$ cat config.mk
export PLATFORM = sky130hd
export DESIGN_NAME = video_timing_gen
export DESIGN_NICKNAME = d
export VERILOG_FILES = /design/src/rtl/video_timing_gen.sv
export SDC_FILE = /design/constraint.sdc
export NUM_CORES = 1
export LEC_CHECK = 0
export CAP_MARGIN = 20
export CORE_ASPECT_RATIO = 0.9
export CORE_MARGIN = 2
export CORE_UTILIZATION = 52
export CTS_CLUSTER_DIAMETER = 200
export DETAILED_ROUTE_END_ITERATION = 12
export PLACE_DENSITY = 0.87
export SYNTH_ARGS = -nofsm -noshare
export SYNTH_HDL_FRONTEND = slang
export SYNTH_SLANG_ARGS = --single-unit
export TNS_END_PERCENT = 1
$ cat constraint.sdc
create_clock -name PixelClk -period 5.4 [get_ports PixelClk]
set_input_delay 1.62 -clock PixelClk [delete_from_list [all_inputs] [get_ports PixelClk]]
set_output_delay 1.62 -clock PixelClk [all_outputs]
set_load 0.01 [all_outputs]
$ cat src/rtl/video_timing_gen.sv
`default_nettype none
// ============================================================================
// video_timing_gen : 640x480@60 raster timing with RGB888 stream alignment,
//                    feeding the three TMDS channel encoders.
// Optional macro VTG_COLOR_BARS_EN adds pattern_sel (8 vertical colour bars).
// Revision: 1.0 - initial release
// ============================================================================
module video_timing_gen #(
   parameter int   H_ACTIVE = 640,
   parameter int   H_FP     = 16,
   parameter int   H_SYNC   = 96,
   parameter int   H_BP     = 48,
   parameter int   V_ACTIVE = 480,
   parameter int   V_FP     = 10,
   parameter int   V_SYNC   = 2,
   parameter int   V_BP     = 33,
   parameter logic HS_POL   = 1'b0,
   parameter logic VS_POL   = 1'b0
) (
   input  logic        PixelClk,
   input  logic        aRst_n,
   input  logic [23:0] in_data,
   input  logic        in_valid,
   input  logic        in_sof,
`ifdef VTG_COLOR_BARS_EN
   input  logic        pattern_sel,
`endif
   output logic        in_ready,
   output logic [7:0]  out_red,
   output logic [7:0]  out_green,
   output logic [7:0]  out_blue,
   output logic        out_hsync,
   output logic        out_vsync,
   output logic        out_vde,
   output logic        frame_start,
   output logic        underflow,
   output logic        lock
);

   localparam int H_TOTAL = H_ACTIVE + H_FP + H_SYNC + H_BP;
   localparam int V_TOTAL = V_ACTIVE + V_FP + V_SYNC + V_BP;

   localparam logic [10:0] H_LAST  = 11'(H_TOTAL - 1);
   localparam logic [10:0] V_LAST  = 11'(V_TOTAL - 1);
   localparam logic [10:0] H_ACT   = 11'(H_ACTIVE);
   localparam logic [10:0] V_ACT   = 11'(V_ACTIVE);
   localparam logic [10:0] HS_BEG  = 11'(H_ACTIVE + H_FP);
   localparam logic [10:0] HS_END  = 11'(H_ACTIVE + H_FP + H_SYNC);
   localparam logic [10:0] VS_BEG  = 11'(V_ACTIVE + V_FP);
   localparam logic [10:0] VS_END  = 11'(V_ACTIVE + V_FP + V_SYNC);

   typedef enum logic [0:0] {
      WAIT_SOF = 1'b0,
      LOCKED   = 1'b1
   } state_t;

   state_t      state_q, state_d;
   logic [10:0] h_cnt_q, h_cnt_d;
   logic [10:0] v_cnt_q, v_cnt_d;
   logic [23:0] pix_q, pix_d;
   logic        hs_q, vs_q, vde_q;
   logic        fs_q, fs_d;
   logic        uf_q, uf_d;
   logic        active, origin, hs_act, vs_act;

   assign active = (h_cnt_q < H_ACT) && (v_cnt_q < V_ACT);
   assign origin = (h_cnt_q == 11'd0) && (v_cnt_q == 11'd0);
   assign hs_act = (h_cnt_q >= HS_BEG) && (h_cnt_q < HS_END);
   assign vs_act = (v_cnt_q >= VS_BEG) && (v_cnt_q < VS_END);

   always_comb begin
      h_cnt_d = h_cnt_q + 11'd1;
      v_cnt_d = v_cnt_q;
      if (h_cnt_q == H_LAST) begin
         h_cnt_d = 11'd0;
         v_cnt_d = (v_cnt_q == V_LAST) ? 11'd0 : v_cnt_q + 11'd1;
      end
   end

`ifdef VTG_COLOR_BARS_EN
   logic [2:0]  bar_idx;
   logic [23:0] bar_rgb;

   always_comb begin
      bar_idx = 3'd0;
      for (int i = 1; i < 8; i++) begin
         if (h_cnt_q >= 11'(i * (H_ACTIVE / 8))) begin
            bar_idx = 3'(i);
         end
      end
   end

   // Bar order W,Y,C,G,M,R,B,K falls out of inverted index bits: R=~b1, G=~b2, B=~b0
   assign bar_rgb = {{8{~bar_idx[1]}}, {8{~bar_idx[2]}}, {8{~bar_idx[0]}}};
`endif

   always_comb begin
      state_d  = state_q;
      in_ready = 1'b0;
      pix_d    = 24'h000000;
      fs_d     = 1'b0;
      uf_d     = 1'b0;
      case (state_q)
         WAIT_SOF: begin
            in_ready = in_valid && !in_sof;
            if (origin && in_valid && in_sof) begin
               in_ready = 1'b1;
               pix_d    = in_data;
               fs_d     = 1'b1;
               state_d  = LOCKED;
            end
         end
         LOCKED: begin
            in_ready = active;
            if (active) begin
               if (!in_valid) begin
                  uf_d    = 1'b1;
                  state_d = WAIT_SOF;
               end else begin
                  pix_d = in_data;
                  // SOF must coincide exactly with the raster origin to stay locked
                  if (in_sof != origin) begin
                     uf_d    = 1'b1;
                     state_d = WAIT_SOF;
                  end else if (origin) begin
                     fs_d = 1'b1;
                  end
               end
            end
         end
         default: state_d = WAIT_SOF;
      endcase
`ifdef VTG_COLOR_BARS_EN
      if (pattern_sel) begin
         state_d  = WAIT_SOF;
         in_ready = 1'b0;
         fs_d     = 1'b0;
         uf_d     = 1'b0;
         pix_d    = active ? bar_rgb : 24'h000000;
      end
`endif
   end

   always_ff @(posedge PixelClk or negedge aRst_n) begin
      if (!aRst_n) begin
         state_q <= WAIT_SOF;
         h_cnt_q <= 11'd0;
         v_cnt_q <= 11'd0;
         pix_q   <= 24'h000000;
         hs_q    <= ~HS_POL;
         vs_q    <= ~VS_POL;
         vde_q   <= 1'b0;
         fs_q    <= 1'b0;
         uf_q    <= 1'b0;
      end else begin
         state_q <= state_d;
         h_cnt_q <= h_cnt_d;
         v_cnt_q <= v_cnt_d;
         pix_q   <= pix_d;
         hs_q    <= hs_act ? HS_POL : ~HS_POL;
         vs_q    <= vs_act ? VS_POL : ~VS_POL;
         vde_q   <= active;
         fs_q    <= fs_d;
         uf_q    <= uf_d;
      end
   end

   assign out_red     = pix_q[23:16];
   assign out_green   = pix_q[15:8];
   assign out_blue    = pix_q[7:0];
   assign out_hsync   = hs_q;
   assign out_vsync   = vs_q;
   assign out_vde     = vde_q;
   assign frame_start = fs_q;
   assign underflow   = uf_q;
   assign lock        = (state_q == LOCKED);

endmodule
`default_nettype wire

==> flow_metrics.env, run 1 <==
export IMPL_dieArea_sq_um=4840
export IMPL_slew_headroom=0.552
export IMPL_peakVddDrop_mv=0.123
export IMPL_gr_total_overflow=0
export IMPL_placed_cell_area_sq_um=2840
export IMPL_cts_buffers=5
export IMPL_synthArstFlopShare=1.00
export IMPL_post_cts_setup_buffer_count=0
export IMPL_timing_worst_setup_path_type="in2out"
export IMPL_wirelength_um=4310
export IMPL_wl_per_cell_um=14.1
export IMPL_cts_resized=0
export IMPL_cts_root_buf="clkbuf_8"
export IMPL_antenna_cells=0
export IMPL_maxCapViolations=0
export IMPL_netlist_area_sq_um=2230
export IMPL_syn_inst=194
export IMPL_critPathRequiredTime_ps=3780
export IMPL_final_setup_tns_ps=0
export IMPL_synthFlopType="dfrtp_1"
export IMPL_place_detailed_hpwl_um=3020
export IMPL_die_h_um=66.2
export IMPL_num_rows=22
export IMPL_yosysWarningCount=0
export IMPL_fp_dieW_um=73.1
export IMPL_regToRegStartpoint="v_cnt_q[1]"
export IMPL_via_count=1602
export IMPL_fin_ws_ps=881
export IMPL_ant_nets=0
export IMPL_cp_end_kind="primary output"
export IMPL_worst_slew_pin_slew_ps=672
export IMPL_min_delay_path_class="reg2reg"
export IMPL_worstHoldStart="h_cnt_q[0]"
export IMPL_synth_nets=227
export IMPL_worstSkewPairLatency_ps=310
export IMPL_drtIter0Drc=90
export IMPL_ctsHtreeMaxLevel=2
export IMPL_drc=0
export IMPL_antenna_found_initial=0
export IMPL_fmax_mhz=221
export IMPL_clock_skew_ps=3.41
export IMPL_cts_hold_buf=0
export IMPL_grt_total_usage=0.184
export IMPL_fin_crit_sh=0.837
export IMPL_area_delta_synth_final_pct=32.9
export IMPL_p_leak_nw=1.31
export IMPL_grt_setup_unrepaired="false"
export IMPL_synth_ff_latch_count=52
export IMPL_clockBufferDepth=2
export IMPL_fillCellCount=275
export IMPL_synth_edf_count=0
export IMPL_grt_pass1_wl_um=6830
export IMPL_design_area_sq_um=2970
export IMPL_num_io_pins=59
export IMPL_worstRegToRegCells=6
export IMPL_status="completed"
export IMPL_dp_worst_setup_slack_ps=895
export IMPL_synth_area_per_cell_sq_um=11.5
export IMPL_slew_violations=0
export IMPL_drive_gt1_frac=0.0659
export IMPL_final_net_count=290
export IMPL_fin_crit_ps=4520
export IMPL_arrival_ps=2900
export IMPL_ys_types=36
export IMPL_clk_pin_slew_ps=80
export IMPL_crit_fanout=4
export IMPL_viasPerCell=5.24
export IMPL_start_kind="primary input"
export IMPL_dr_pass1_iters=4
export IMPL_r2r_end="pix_q[11]"
export IMPL_grt_max_degree=53
export IMPL_whs_path_depth=1
export IMPL_gp_routability_congestion=0.845
export IMPL_setup_viol=0
export IMPL_io_buffers=58
export IMPL_cts_tree="built"
export IMPL_hold_violations=0
export IMPL_r2r_slack_ps=3250
export IMPL_grt_pass1_vias=1483
export IMPL_cts_sinks=52
export IMPL_whs_endpoint="h_cnt_q[0]"
export IMPL_start_util=0.545
export IMPL_core_sq_um=4100
export IMPL_yosysSeqAreaShare=0.583
export IMPL_powerDensity_nw_per_um2=228
## final cells by class
type | instances | area, sq um | share of cell area
Clock buffer | 6 | 72.6 | 0.0244
Clock inverter | 2 | 35.0 | 0.0118
Inverter | 6 | 22.5 | 0.00758
Multi-Input combinational cell | 133 | 881 | 0.297
Sequential cell | 52 | 1300 | 0.439
Tap cell | 48 | 60.1 | 0.0202
Timing Repair Buffer | 59 | 596 | 0.201
## synthesized netlist by cell type, types with 3 or more instances
master	instances	area, sq um
nand3_1	5	25.0
nor2b_1	4	25.0
xor2_1	7	61.3
a21oi_1	3	15.0
inv_1	6	22.5
dfrtp_1	50	1250
nor4_1	3	18.8
nand2_1	17	63.8
nor2_1	7	26.3
ha_1	5	62.6
o21ai_0	8	40.0
xnor2_1	3	26.3
nand4_1	7	43.8
and2_1	29	181
and3_1	4	25.0
nor3_1	6	30.0
o31ai_1	3	22.5
## flip-flops by register name (all words and copies together) (netlist names)
register and cells:
v_cnt_q 11, underflow 1, out_vde 1, frame_start 1
pix_q 24, h_cnt_q 11, lock 1, out_hsync 1
out_vsync 1
## power by group
group / switching (W) / internal (W) / total [W] / leakage [nW]
clock: 0.000120 / 0.000137 / 0.000258 / 0.0552
combinational: 0.0000113 / 0.0000195 / 0.0000308 / 0.555
sequential: 0 / 0.000389 / 0.000389 / 0.700
total: 0.000132 / 0.000546 / 0.000678 / 1.31
## how the worst max path moves through the flow
stage | end | cells after the start | slack [ps] | from
finish | in_ready | 4 | 880 | in_valid
global route | in_ready | 4 | 810 | in_valid
CTS | in_ready | 4 | 880 | in_valid
detailed placement | in_ready | 4 | 900 | in_valid
global placement | in_ready | 4 | 930 | in_valid
floorplan | in_ready | 2 | 1820 | in_sof
## stage by stage
stage,instances,hold slack [ps],utilization,total power [W]
2_1_floorplan,194,464,-,0.000399
3_3_place_gp,297,496,0.693,0.000426
3_5_place_dp,297,497,0.693,0.000426
4_1_cts,305,514,0.719,0.000681
5_1_grt,306,541,0.724,0.000704
6_report,306,530,0.724,0.000678
## logic make-up (layout without fill, tap and decap cells)
family	after synthesis	after routing	share of synthesized area
simple gates	94	94	0.249
flops	52	52	0.583
compound gates	21	21	0.0644
xor+xnor	10	10	0.0392
buf+inv	9	73	0.0224
fa+ha+maj	5	5	0.0280
mux	3	3	0.0140
## per-layer routing
metal | vias to the layer above | track usage | part of all wire
li1 | 796 | - | -
met1 | 756 | 0.235 | 0.44
met2 | 43 | 0.297 | 0.49
met3 | 7 | 0.0503 | 0.045
met4 | 0 | 0.0694 | 0.018
met5 | - | 0 | 0
## cell usage in the layout (no fill, tap or decap), types with 2 or more instances in the layout
cell type,n
nand4_2,2
and4_1,2
nor3_1,6
nor2b_1,4
a31oi_1,2
inv_1,6
clkbuf_8,5
dfrtp_1,50
dfstp_2,2
nand4_1,7
and3_1,4
a21oi_1,3
or3_1,2
clkdlybuf4s50_1,57
ha_1,5
nand4b_1,2
o31ai_1,3
nor4_1,3
xnor2_1,3
nand3_1,5
o21ai_0,8
mux2i_1,2
and2_1,29
nand2_1,17
nor2_1,7
xor2_1,7
## worst max-delay path: stages
cell	delay [ps]
clkdlybuf4s50_1	520
mux2i_1	100
a21oi_1	120
clkdlybuf4s50_1	540
Power figures use the tool's default switching activity.
==> inputs of run 2 (changes only) <==
Settings changed: CORE_UTILIZATION 52 to 43, PLACE_DENSITY 0.87 to 0.77.
Clock period 5.4 ns to 3.9 ns, I/O delays scaled along.
==> flow_metrics.env, run 2 (synthesis gave the netlist of run 1 again) <==
export IMPL_powerDensity_nw_per_um2=296
export IMPL_fmax_mhz=275
export IMPL_wl_per_cell_um=13.5
export IMPL_placed_cell_area_sq_um=2870
export IMPL_gp_routability_congestion=0.842
export IMPL_design_area_sq_um=2960
export IMPL_grt_busiest_layer="met2"
export IMPL_place_detailed_hpwl_um=3190
export IMPL_cp_slowest_cell="clkdlybuf4s50_1"
export IMPL_drive_gt1_frac=0.0698
export IMPL_ant_nets=0
export IMPL_timing_worst_setup_path_type="reg2out"
export IMPL_cts_sinks=52
export IMPL_final_cell_mix="clkdlybuf4s50_1, dfrtp_1, and2_1"
export IMPL_viasPerCell=5.10
export IMPL_peakVddDrop_mv=0.155
export IMPL_use_met2=0.255
export IMPL_dp_cells=315
export IMPL_clock_skew_ps=4.33
export IMPL_grt_setup_unrepaired="false"
export IMPL_cts_hold_buf=0
export IMPL_area_delta_synth_final_pct=32.4
export IMPL_core_sq_um=4920
export IMPL_worstSkewPairLatency_ps=300
export IMPL_cts_tree="built"
export IMPL_dr_pass1_iters=4
export IMPL_dp_worst_setup_slack_ps=312
export IMPL_grt_pass1_vias=1478
export IMPL_status="completed"
export IMPL_crit_chain="inv_1, ha_1, nor2b_1, nand2_1, or3_1, a21oi_1, clkdlybuf4s50_1"
export IMPL_maxCapViolations=0
export IMPL_critPathBufInv=2
export IMPL_num_rows=24
export IMPL_use_met1=0.201
export IMPL_final_common_cell="clkdlybuf4s50_1"
export IMPL_via_count=1647
export IMPL_dieArea_sq_um=5790
export IMPL_final_net_count=290
export IMPL_grt_total_usage=0.158
export IMPL_cts_resized=0
export IMPL_drtIter0Drc=66
export IMPL_post_cts_setup_buffer_count=0
export IMPL_largestRegisters="pix_q: 24 flops, h_cnt_q: 11 flops, v_cnt_q: 11 flops"
export IMPL_final_setup_tns_ps=0
export IMPL_drc=0
export IMPL_antenna_cells=0
export IMPL_min_delay_path_class="reg2reg"
export IMPL_ctsHtreeMaxLevel=2
export IMPL_slew_headroom=0.538
export IMPL_fin_ws_ps=257
export IMPL_gr_total_overflow=0
export IMPL_use_met3=0.0448
export IMPL_wirelength_um=4360
export IMPL_cp_end_kind="primary output"
export IMPL_arrival_ps=2470
export IMPL_io_buffers=58
export IMPL_worst_slew_pin_slew_ps=693
export IMPL_p_leak_nw=1.30
export IMPL_start_kind="flop"
export IMPL_start_util=0.454
export IMPL_slowest_delay_ps=540
export IMPL_fin_crit_ps=3640
export IMPL_antenna_found_initial=0
export IMPL_die_h_um=72.4
export IMPL_clockBufferDepth=2
export IMPL_setup_viol=0
export IMPL_crit_fanout=6
export IMPL_top_register="pix_q"
export IMPL_crit_family="simple AND/OR/NAND/NOR gates"
export IMPL_utilization=0.601
export IMPL_hold_violations=0
export IMPL_cts_root_buf="clkbuf_8"
export IMPL_stdcell_count=323
export IMPL_grt_pass1_wl_um=6950
export IMPL_grt_max_degree=41
export IMPL_cts_buffers=5
export IMPL_fin_crit_sh=0.934
export IMPL_critPathRequiredTime_ps=2730
export IMPL_largest_reg_flops=24
export IMPL_fp_dieW_um=80.0
export IMPL_slew_violations=0
export IMPL_clk_pin_slew_ps=90
export IMPL_num_io_pins=59
-- run 2: changes by cell type in the layout (fill, tap and decap cells not counted), sizes merged --
cell	previous run	this run
clkinv	1	3
clkbuf	6	5
bufinv	1	0
-- run 2: area by class of cell --
| cell class | count | area, sq um |
|---|---|---|
| fillers | 428 | 1970 |
| clock inverters | 3 | 18.8 |
| inverters | 6 | 22.5 |
| flip-flops and latches | 52 | 1300 |
| multi-input cells | 133 | 881 |
| clock buffers | 5 | 68.8 |
| repair buffers | 59 | 583 |
| well taps | 65 | 81.3 |
-- run 2: final timing paths --
path	cells after the start	start	end	slack, ps
min in group asynchronous	1	aRst_n	h_cnt_q[0]	730
hold / removal	1	h_cnt_q[0]	h_cnt_q[0]	510
hold reg to reg	1	h_cnt_q[0]	h_cnt_q[0]	510
setup reg to reg	6	v_cnt_q[1]	pix_q[5]	1760
max in group asynchronous	2	aRst_n	out_vsync	2360
setup / recovery	7	v_cnt_q[1]	in_ready	260
-- run 2: per-stage QoR --
| stage | hold slack, ps | total power, W |
|---|---|---|
| 2_1_floorplan | 464 | 0.000553 |
| 3_3_place_gp | 494 | 0.000591 |
| 3_5_place_dp | 494 | 0.000591 |
| 4_1_cts | 507 | 0.000885 |
| 5_1_grt | 545 | 0.000913 |
| 6_report | 505 | 0.000876 |
-- run 2: metal layers --
layer	wire, um	share of wire	vias to the layer above
met4	80	0.018	0
met5	0	0	-
met3	252	0.058	7
li1	-	-	802
met1	1940	0.44	796
met2	2090	0.48	42
-- run 2: where the power goes --
part / switching, W / total (W) / internal [W] / leakage [nW]
Combinational: 0.0000152 / 0.0000408 / 0.0000256 / 0.551
Clock: 0.000171 / 0.000297 / 0.000125 / 0.0479
Sequential: 0 / 0.000539 / 0.000539 / 0.700
==> inputs of run 3 (changes only) <==
Settings changed: CTS_CLUSTER_DIAMETER 200 to 80.
==> results of run 3 <==
No change in the layout: final DEF, timing and power equal those of run 2.
